===== src/rtl/xbar_pkg.sv =====
// Shared types for the crossbar ingress agent.
// Word width, destination width, queued-word bundle and FSM states.
package xbar_pkg;

    localparam int DW    = 32;
    localparam int M     = 4;
    localparam int DESTW = $clog2(M);

    typedef struct packed {
        logic [DESTW-1:0] dest;
        logic [DW-1:0]    data;
    } xbar_word_t;

    typedef enum logic [1:0] {
        IDLE,
        REQUEST,
        STARVED
    } ingress_state_t;

endpackage


===== src/rtl/crossbar_ingress_port_if.sv =====
// Upstream valid/ready bundle plus the crossbar req/grant bundle.
// slave: the ingress agent view; master: producer/crossbar view.
interface crossbar_ingress_port_if;
    import xbar_pkg::*;

    logic             in_valid;
    logic             in_ready;
    logic [DESTW-1:0] in_dest;
    logic [DW-1:0]    in_data;
    logic             req;
    logic [DESTW-1:0] dest;
    logic [DW-1:0]    data_out;
    logic             grant;

    modport slave (
        input  in_valid, in_dest, in_data, grant,
        output in_ready, req, dest, data_out
    );

    modport master (
        output in_valid, in_dest, in_data, grant,
        input  in_ready, req, dest, data_out
    );

endinterface


===== src/rtl/crossbar_ingress_fifo.sv =====
// Synchronous FIFO of xbar_word_t with push/pop/flush.
// Ports: push/wr_word in, pop in, head/full/empty/count out.
module crossbar_ingress_fifo
    import xbar_pkg::*;
#(
    parameter int DEPTH = 4
) (
    input  logic                   clk,
    input  logic                   rst,
    input  logic                   flush,
    input  logic                   push,
    input  xbar_word_t             wr_word,
    input  logic                   pop,
    output xbar_word_t             head,
    output logic                   full,
    output logic                   empty,
    output logic [$clog2(DEPTH):0] count
);

    localparam int AW = $clog2(DEPTH);
    localparam logic [AW:0] ONE = {{AW{1'b0}}, 1'b1};

    xbar_word_t  mem [DEPTH];
    logic [AW:0] wr_ptr;
    logic [AW:0] rd_ptr;
    logic        do_push;
    logic        do_pop;

    // Extra wrap bit separates full from empty.
    assign empty = (wr_ptr == rd_ptr);
    assign full  = (wr_ptr[AW] != rd_ptr[AW]) &&
                   (wr_ptr[AW-1:0] == rd_ptr[AW-1:0]);
    assign count = wr_ptr - rd_ptr;
    assign head  = empty ? '0 : mem[rd_ptr[AW-1:0]];

    assign do_push = push && !full && !flush;
    assign do_pop  = pop && !empty && !flush;

    always_ff @(posedge clk) begin
        if (!rst || flush) begin
            wr_ptr <= '0;
            rd_ptr <= '0;
        end else begin
            if (do_push) wr_ptr <= wr_ptr + ONE;
            if (do_pop)  rd_ptr <= rd_ptr + ONE;
        end
    end

    always_ff @(posedge clk) begin
        if (rst && do_push) mem[wr_ptr[AW-1:0]] <= wr_word;
    end

endmodule


===== src/rtl/crossbar_ingress_port.sv =====
// Ingress agent for one crossbar input: buffers words, requests.
// Ports: clk, rst (sync, low), flush, xif, starve, sent_cnt.
module crossbar_ingress_port
    import xbar_pkg::*;
#(
    parameter int DEPTH    = 4,
    parameter int MAX_WAIT = 15
) (
    input  logic                          clk,
    input  logic                          rst,
    input  logic                          flush,
    crossbar_ingress_port_if.slave        xif,
    output logic                          starve,
    output logic [15:0]                   sent_cnt
);

    localparam int CW = $clog2(DEPTH) + 1;
    localparam logic [7:0]    WMAX = 8'(MAX_WAIT);
    localparam logic [7:0]    WPRE = 8'(MAX_WAIT - 1);
    localparam logic [CW-1:0] ONE  = CW'(1);

    ingress_state_t state_q;
    ingress_state_t state_d;
    xbar_word_t     wr_word;
    xbar_word_t     head;
    logic           full;
    logic           empty;
    logic [CW-1:0]  count;
    logic [7:0]     wait_q;
    logic           push;
    logic           pop;
    logic           last;

    assign xif.in_ready = !full && !flush;
    assign push         = xif.in_valid && xif.in_ready;
    assign xif.req      = !empty;
    // Flush wins over grant: no pop, no count.
    assign pop          = xif.req && xif.grant && !flush;
    assign wr_word      = '{dest: xif.in_dest, data: xif.in_data};
    assign xif.dest     = head.dest;
    assign xif.data_out = head.data;
    assign last         = (count == ONE) && !push;
    assign starve       = (state_q == STARVED);

    crossbar_ingress_fifo #(.DEPTH(DEPTH)) u_fifo (
        .clk     (clk),
        .rst     (rst),
        .flush   (flush),
        .push    (push),
        .wr_word (wr_word),
        .pop     (pop),
        .head    (head),
        .full    (full),
        .empty   (empty),
        .count   (count)
    );

    always_ff @(posedge clk) begin
        if (!rst) begin
            state_q  <= IDLE;
            wait_q   <= '0;
            sent_cnt <= '0;
        end else begin
            state_q <= state_d;
            if (flush || pop) begin
                wait_q <= '0;
            end else if (xif.req && wait_q != WMAX) begin
                wait_q <= wait_q + 8'd1;
            end
            if (pop) sent_cnt <= sent_cnt + 16'd1;
        end
    end

    always_comb begin
        state_d = state_q;
        unique case (state_q)
            IDLE: begin
                if (push) state_d = REQUEST;
            end
            REQUEST: begin
                if (pop) begin
                    if (last) state_d = IDLE;
                end else if (wait_q == WPRE) begin
                    state_d = STARVED;
                end
            end
            STARVED: begin
                if (pop) state_d = last ? IDLE : REQUEST;
            end
            default: state_d = IDLE;
        endcase
        if (flush) state_d = IDLE;
    end

endmodule

===== src/flat_wrapper.sv =====
// flat-port wrapper written by rule: the top's interface ports become plain ports
module crossbar_ingress_port_flat import xbar_pkg::*;
#(
    parameter int DEPTH    = 4,
    parameter int MAX_WAIT = 15
)
  (clk, rst, flush, starve, sent_cnt, xif_in_valid, xif_in_dest, xif_in_data, xif_grant, xif_in_ready, xif_req, xif_dest, xif_data_out);
  crossbar_ingress_port_if xif_i ();
  input  logic clk;
  input  logic rst;
  input  logic flush;
  output logic starve;
  output logic [15:0] sent_cnt;
  input wire logic [$bits(xif_i.in_valid)-1:0] xif_in_valid;
  input wire logic [$bits(xif_i.in_dest)-1:0] xif_in_dest;
  input wire logic [$bits(xif_i.in_data)-1:0] xif_in_data;
  input wire logic [$bits(xif_i.grant)-1:0] xif_grant;
  output wire logic [$bits(xif_i.in_ready)-1:0] xif_in_ready;
  output wire logic [$bits(xif_i.req)-1:0] xif_req;
  output wire logic [$bits(xif_i.dest)-1:0] xif_dest;
  output wire logic [$bits(xif_i.data_out)-1:0] xif_data_out;
  assign xif_i.in_valid = xif_in_valid;
  assign xif_i.in_dest = xif_in_dest;
  assign xif_i.in_data = xif_in_data;
  assign xif_i.grant = xif_grant;
  assign xif_in_ready = xif_i.in_ready;
  assign xif_req = xif_i.req;
  assign xif_dest = xif_i.dest;
  assign xif_data_out = xif_i.data_out;
  crossbar_ingress_port #(.DEPTH(DEPTH), .MAX_WAIT(MAX_WAIT)) u_core (.clk(clk), .rst(rst), .flush(flush), .xif(xif_i), .starve(starve), .sent_cnt(sent_cnt));
endmodule

===== config.mk =====
export PLATFORM = sky130hd
export DESIGN_NAME = crossbar_ingress_port_flat
export DESIGN_NICKNAME = d
export VERILOG_FILES = /design/src/rtl/xbar_pkg.sv /design/src/rtl/crossbar_ingress_port_if.sv /design/src/rtl/crossbar_ingress_fifo.sv /design/src/rtl/crossbar_ingress_port.sv /design/src/flat_wrapper.sv
export SDC_FILE = /design/constraint.sdc
export NUM_CORES = 1
export LEC_CHECK = 0
export BUFFER_PORTS_ARGS = -buffer_cell sky130_fd_sc_hd__clkbuf_2
export CORE_MARGIN = 1.5
export CORE_UTILIZATION = 40
export DETAILED_ROUTE_END_ITERATION = 8
export GPL_ROUTABILITY_DRIVEN = 0
export GPL_TIMING_DRIVEN = 0
export SETUP_SLACK_MARGIN = 0.1
export SLEW_MARGIN = 20
export SYNTH_ARGS = -nofsm -noshare
export SYNTH_HDL_FRONTEND = slang
export SYNTH_HIERARCHICAL = 1
export SYNTH_SLANG_ARGS = --single-unit

===== constraint.sdc =====
create_clock -name clk -period 8.45 [get_ports clk]
set_input_delay 0.845 -clock clk [delete_from_list [all_inputs] [get_ports clk]]
set_output_delay 0.845 -clock clk [all_outputs]
set_load 0.005 [all_outputs]

-- Yosys cells after proc, flatten, opt, wreduce, memory -nomap -nowiden
Memories as Yosys holds them, arrays and structs flattened. A register that Yosys moved wholly into a read port is not among the register bits.
Cells that the tools add are included.
- logic and storage cells: 59
- memories: 1
- register bits after elaboration: 32
- output and inout port bits: 53
- input bits: 39
- RAM bits: 136
- memories (memory ; words ; bits a word ; read ports ; clocked after Yosys merged registers in ; wr ports ; RTL line ; RTL):
    u_core.u_fifo.mem ; 4 ; 34 ; 1 ; 1 ; 1 ; crossbar_ingress_fifo.sv:23 ; xbar_word_t mem [DEPTH];
- add/subtract/negate cells: 5
- reduce and logical (&&, ||, !) cells: 23
- muxes and demuxes: 12
- bitwise operators: 1
- eq/ne operators: 12
- operators by type and width (cell ; count):
    $mux 34 ; 1
    $add 16x1->16 const B ; 1
    $mux 2 ; 7
    $logic_and 1x1->1 ; 12
    $add 8x1->8 const B ; 1
    $eq 8x4->1 const B ; 1
    $ne 8x4->1 const B ; 1
    $add 3x1->3 const B ; 2
    $pmux 2 s3 ; 1
    $logic_not 1->1 ; 5
    $ne 2x1->1 const B ; 2
    $reduce_and 4->1 ; 1
    $reduce_or 2->1 ; 2
    $eq 3x1->1 const B ; 1
    $eq 3x3->1 ; 1
    $mux 1 ; 3
    $ne 3x1->1 const B ; 1
    $ne 3x3->1 const B ; 1
    $sub 3x3->3 ; 1
    $eq 2x1->1 const B ; 1
    $eq 2x2->1 ; 1
    $eq 2x2->1 const B ; 1
    $logic_not 2->1 ; 1
    $logic_or 1x1->1 ; 2
    other kinds (2) ; 2

-- Depth between registers and ports, before layout
- word-level depth: 10
- gate-level depth with buffers: 11
- depth with buffers taken out: 8

-- Cells and area by module
The synthesis kept the hierarchy.
- by module, submodules not included (module ; cells an instance ; instances ; area each (um^2) ; seq. area each (um^2)):
    crossbar_ingress_fifo ; 275 ; 1 ; 5795.6 ; 4244.1
    crossbar_ingress_port ; 148 ; 1 ; 1275.0 ; 520.5

-- Worst setup path before layout
OpenSTA, ideal clock, no wires.
- kind: register to register
- start point: register u_core.u_fifo.wr_ptr[0]
- end point: memory u_core/u_fifo/mem[1][0] in the netlist's numbering, enable pin
- data arrival time: 2.400 ns
- slack: 5.656 ns
- setup time: 0.394 ns
- path buffers: 0
- period minus slack after synthesis: 2.794 ns
- stages on the path, launching flop included: 9
- required time: 8.056 ns
- path through: dfxtp_1 -> inv_1 -> ha_1 -> nand2_1 -> nor2_1 -> nor2_1 -> and2_1 -> o211a_1 -> and3_1
- cells in the longest elaborated chain, start to end: 10
- ends and longest elaborated chain (what ; RTL line ; RTL):
    start, declared ; crossbar_ingress_fifo.sv:24 ; logic [AW:0] wr_ptr;
    start signal, assigned ; crossbar_ingress_fifo.sv:44 ; if (do_push) wr_ptr <= wr_ptr + ONE;
    $eq 2x2->1 ; crossbar_ingress_fifo.sv:32 ; (wr_ptr[AW-1:0] == rd_ptr[AW-1:0]);
    $logic_and 1x1->1 ; crossbar_ingress_fifo.sv:31 ; assign full = (wr_ptr[AW] != rd_ptr[AW]) &&
    via u_core.full ; crossbar_ingress_port.sv:26 ; logic full;
    $logic_not 1->1 ; crossbar_ingress_port.sv:34 ; assign xif.in_ready = !full && !flush;
    $logic_and 1x1->1 ; crossbar_ingress_port.sv:34 ;
    via xif_in_ready ; flat_wrapper.sv:18 ; output wire logic [$bits(xif_i.in_ready)-1:0] xif_in_ready;
    $logic_and 1x1->1 ; crossbar_ingress_port.sv:35 ; assign push = xif.in_valid && xif.in_ready;
    via u_core.push ; crossbar_ingress_port.sv:30 ; logic push;
    $logic_and 1x1->1 (2 in a row) ; crossbar_ingress_fifo.sv:36 ; assign do_push = push && !full && !flush;
    $logic_and 1x1->1 ; crossbar_ingress_fifo.sv:50 ; if (rst && do_push) mem[wr_ptr[AW-1:0]] <= wr_word;
    $mux 1 ; crossbar_ingress_fifo.sv:50 ;
    $mux 1 (implied by the code) ; crossbar_ingress_fifo.sv:50 ;
    end, declared ; crossbar_ingress_fifo.sv:23 ;
The timed path passes the listed nets, and every way through them passes these cells.

-- Worst setup path after layout
- start point: register u_core.u_fifo.wr_ptr[0]
- end point: output xif_req
- cells in the longest elaborated chain, start to end: 2
- ends and longest elaborated chain (what ; RTL line ; RTL):
    $eq 3x3->1 ; crossbar_ingress_fifo.sv:30 ; assign empty = (wr_ptr == rd_ptr);
    via u_core.empty ; crossbar_ingress_port.sv:27 ; logic empty;
    $logic_not 1->1 ; crossbar_ingress_port.sv:36 ; assign xif.req = !empty;
    end, declared ; flat_wrapper.sv:19 ; output wire logic [$bits(xif_i.req)-1:0] xif_req;
The timed path passes the listed nets, and every way through them passes these cells.

==> results.py <==
metrics = {
    "routing": {
        "drc": 0,
        "wl_microns": 13400,
        "postRouteAntennaNets": 0,
        "vias": 3901,
        "drt_iter0_drc": 220,
        "drt-vias-per-instance": 5.03,
        "detail_route.wl_per_cell_microns": 17.2,
        "drtPass1Iterations": 4,
    },
    "critical_path": {
        "critPathArrivalTime_ns": 2.63,
        "cp-startpoint": "u_core/u_fifo/wr_ptr[0]",
        "start_kind": "register",
        "ff2ff_setup_slack_ns": 5.39,
        "reg2reg_from": "u_core/u_fifo/wr_ptr[0]",
        "worstPathRequired_ns": 7.61,
        "crit_chain": "inv_1, ha_1, nand2_1, nor2_2, buf_2, buf_2, inv_1, clkbuf_2",
        "crit_path_top_delay_cell": "nor2_2",
        "worst-setup-path-type": "register to output pin",
        "timing.rr.end": "u_core/sent_cnt[12]",
        "crit_fanout": 10,
        "critPathCaptureType": "output pin",
        "reg2reg_depth": 11,
        "setup.worst_path.end": "xif_req",
        "slowest_delay_ns": 0.41,
    },
    "power": {
        "p_leak_nw": 3.00,
        "total_power_mw": 1.68,
        "power_density_nw_per_um2": 199,
        "ir_drop_uv": 144,
    },
    "global_routing": {
        "grt_overflow_total": 0,
        "antenna_found_initial": 0,
        "grt_max_degree": 26,
        "grt_pass1_vias": 3964,
        "track_usage_pct": 15.3,
        "grt_pass1_wl_microns": 20700,
    },
    "timing": {
        "setup_viol": 0,
        "tightest_slew_ns": 0.851,
        "hold_slack_ns": 0.498,
        "rsz0062_at_grt": "no",
        "fin_tns_setup_ns": 0,
        "slew_violations": 0,
        "relSlewSlack_pct": 42.7,
        "fin_crit_ns": 3.48,
        "skew_ns": 0.0114,
        "fmax_ghz": 0.288,
        "finalHoldViolations": 0,
        "fin_crit_sh_pct": 41.1,
    },
    "die": {
        "core_area_sq_um": 17300,
        "die_area_sq_um": 18500,
        "die_x_microns": 136,
        "initial_core_util_pct": 40.9,
        "ios": 92,
        "fp.dieH_microns": 136,
        "row_count": 48,
    },
    "min_path": {
        "hp-class": "register to register",
        "min_from": "u_core/sent_cnt[15]",
    },
    "clock_tree": {
        "cts.sinks": 170,
        "clock_latency_ns": 0.43,
        "cts_buffers": 17,
        "tritoncts": "yes",
        "clk_pin_slew_ns": 0.07,
        "hold_buffers": 0,
        "post_cts_resized": 0,
        "postCtsSetupBuffers": 0,
        "cts_buffer_depth": 2,
        "root_buffer": "clkbuf_16",
        "htreeDepth": 4,
    },
    "finish": {
        "regArea_sq_um": 4760,
        "multi_input_area_sq_um": 2150,
        "fillers": 1501,
        "antenna_cells": 0,
        "area_delta_synth_final_pct": 19.8,
        "drive_above_1_share_pct": 28.0,
        "final_nets": 587,
        "instances_no_fill": 775,
    },
    "outcome": {
        "status": "completed",
    },
    "synthesis": {
        "synth-edff-count": 136,
        "syn-instance-count": 423,
        "synthArstFlopShare_pct": 0,
        "yosys.area.top_type_share_pct": 57.8,
        "synth_area_leaders": "edfxtp_1 58%, mux4_1 10%, dfxtp_1 9.6%",
        "yosys.cell_types.count": 51,
        "syn-num-nets": 473,
        "syn_avg_cell_area_sq_um": 16.7,
        "synth.largest_area_cell": "edfxtp_1",
        "ys.flop_type": "edfxtp_1",
        "ys_seq_elements": 170,
        "synth_area_sq_um": 7070,
        "yosysSeqAreaShare_pct": 67.4,
        "yosysMostFrequentCell": "edfxtp_1",
        "ys_top_cells_by_count": "136 x edfxtp_1, 35 x nor2b_1, 34 x dfxtp_1, 28 x mux4_1, 24 x nor2_1",
        "yosys_warnings": 6,
    },
    "flow_run": {
        "cap_violations": 0,
    },
    "placement": {
        "hpwl_microns": 8820,
        "dp.cells": 743,
        "port-buffer-count": 91,
    },
}
## placed cells by master (no fill, tap or decap), drive strengths merged, types with 4 or more instances in the layout
cell type | synthesis | layout
edfxtp | 136 | 136
nand2b | 4 | 4
xor2 | 6 | 6
nand3 | 8 | 8
nor2 | 25 | 25
o21ai | 5 | 5
and3 | 6 | 6
xnor2 | 12 | 12
clkbuf | 8 | 116
nand2 | 19 | 19
nor4 | 4 | 4
nor2b | 36 | 36
mux2i | 7 | 7
and2 | 4 | 4
ha | 10 | 10
dfxtp | 34 | 34
buf | 9 | 13
clkinv | 0 | 4
a21oi | 6 | 6
inv | 14 | 23
or3 | 5 | 5
mux4 | 34 | 34
## final cells by class
cell class,instances,area share (%)
multi-input cells,222,25.4
well taps,225,3.32
repair buffers,95,6.32
inverters,14,0.621
clock buffers,17,5.02
flip-flops and latches,170,56.3
clock inverters,15,1.77
plain buffers,17,1.29
## worst max-delay path: cells and delay by family, from the launching register on
kind | cells | cell delay (ns)
buf+inv | 5 | 0.94
fa+ha+maj | 1 | 0.33
simple gates | 2 | 0.56
flops | 1 | 0.39
## cell families after synthesis
kind of cell	synth area share, %
AOI/OAI and AO/OA	2.65
xor gates and xnor gates	2.23
adders and majority gates	2.05
buffers and inverters	2.28
DFF	67.4
muxes	13.3
and+or+nand+nor	10.1
## per-stage QoR
step | util, % | worst slack [ns] | area [sq um]
6_report | 49.0 | 4.97 | 8470
3_5_place_dp | 45.6 | 5.35 | 7890
2_1_floorplan | - | 5.66 | 7070
3_3_place_gp | 45.1 | 4.64 | 7810
4_1_cts | 49.0 | 4.88 | 8470
5_1_grt | 49.0 | 4.76 | 8470
## layer usage
metal | GRT usage [%] | routed length [microns]
met1 | 18.6 | 5760
met2 | 25.6 | 6700
met3 | 4.81 | 679
met4 | 5.73 | 213
met5 | 0 | 0
## registers in the layout, summed over array words and instances, names as in the netlist, named ones only
name	count
u_core/wait_q	8
u_core/u_fifo/rd_ptr	3
u_core/u_fifo/mem	136
u_core/state_q	2
u_core/sent_cnt	16
u_core/u_fifo/wr_ptr	3
## report_power, final
part	total, mW	internal (mW)	switching (mW)	leakage, nW
combinational	0.0364	0.0150	0.0214	1.22
sequential	0.907	0.906	0.00117	1.50
clock	0.741	0.393	0.348	0.278
## worst min path at each step
stage | endpoint | slack [ns] | depth (start not counted)
2_1_floorplan | u_core/state_q[0] | 0.47 | 1
3_3_place_gp | u_core/sent_cnt[15] | 0.47 | 2
3_5_place_dp | u_core/sent_cnt[15] | 0.49 | 2
4_1_cts | u_core/sent_cnt[15] | 0.50 | 2
5_1_grt | u_core/u_fifo/wr_ptr[1] | 0.55 | 2
6_report | u_core/sent_cnt[15] | 0.50 | 2
Power figures use the tool's default switching activity.
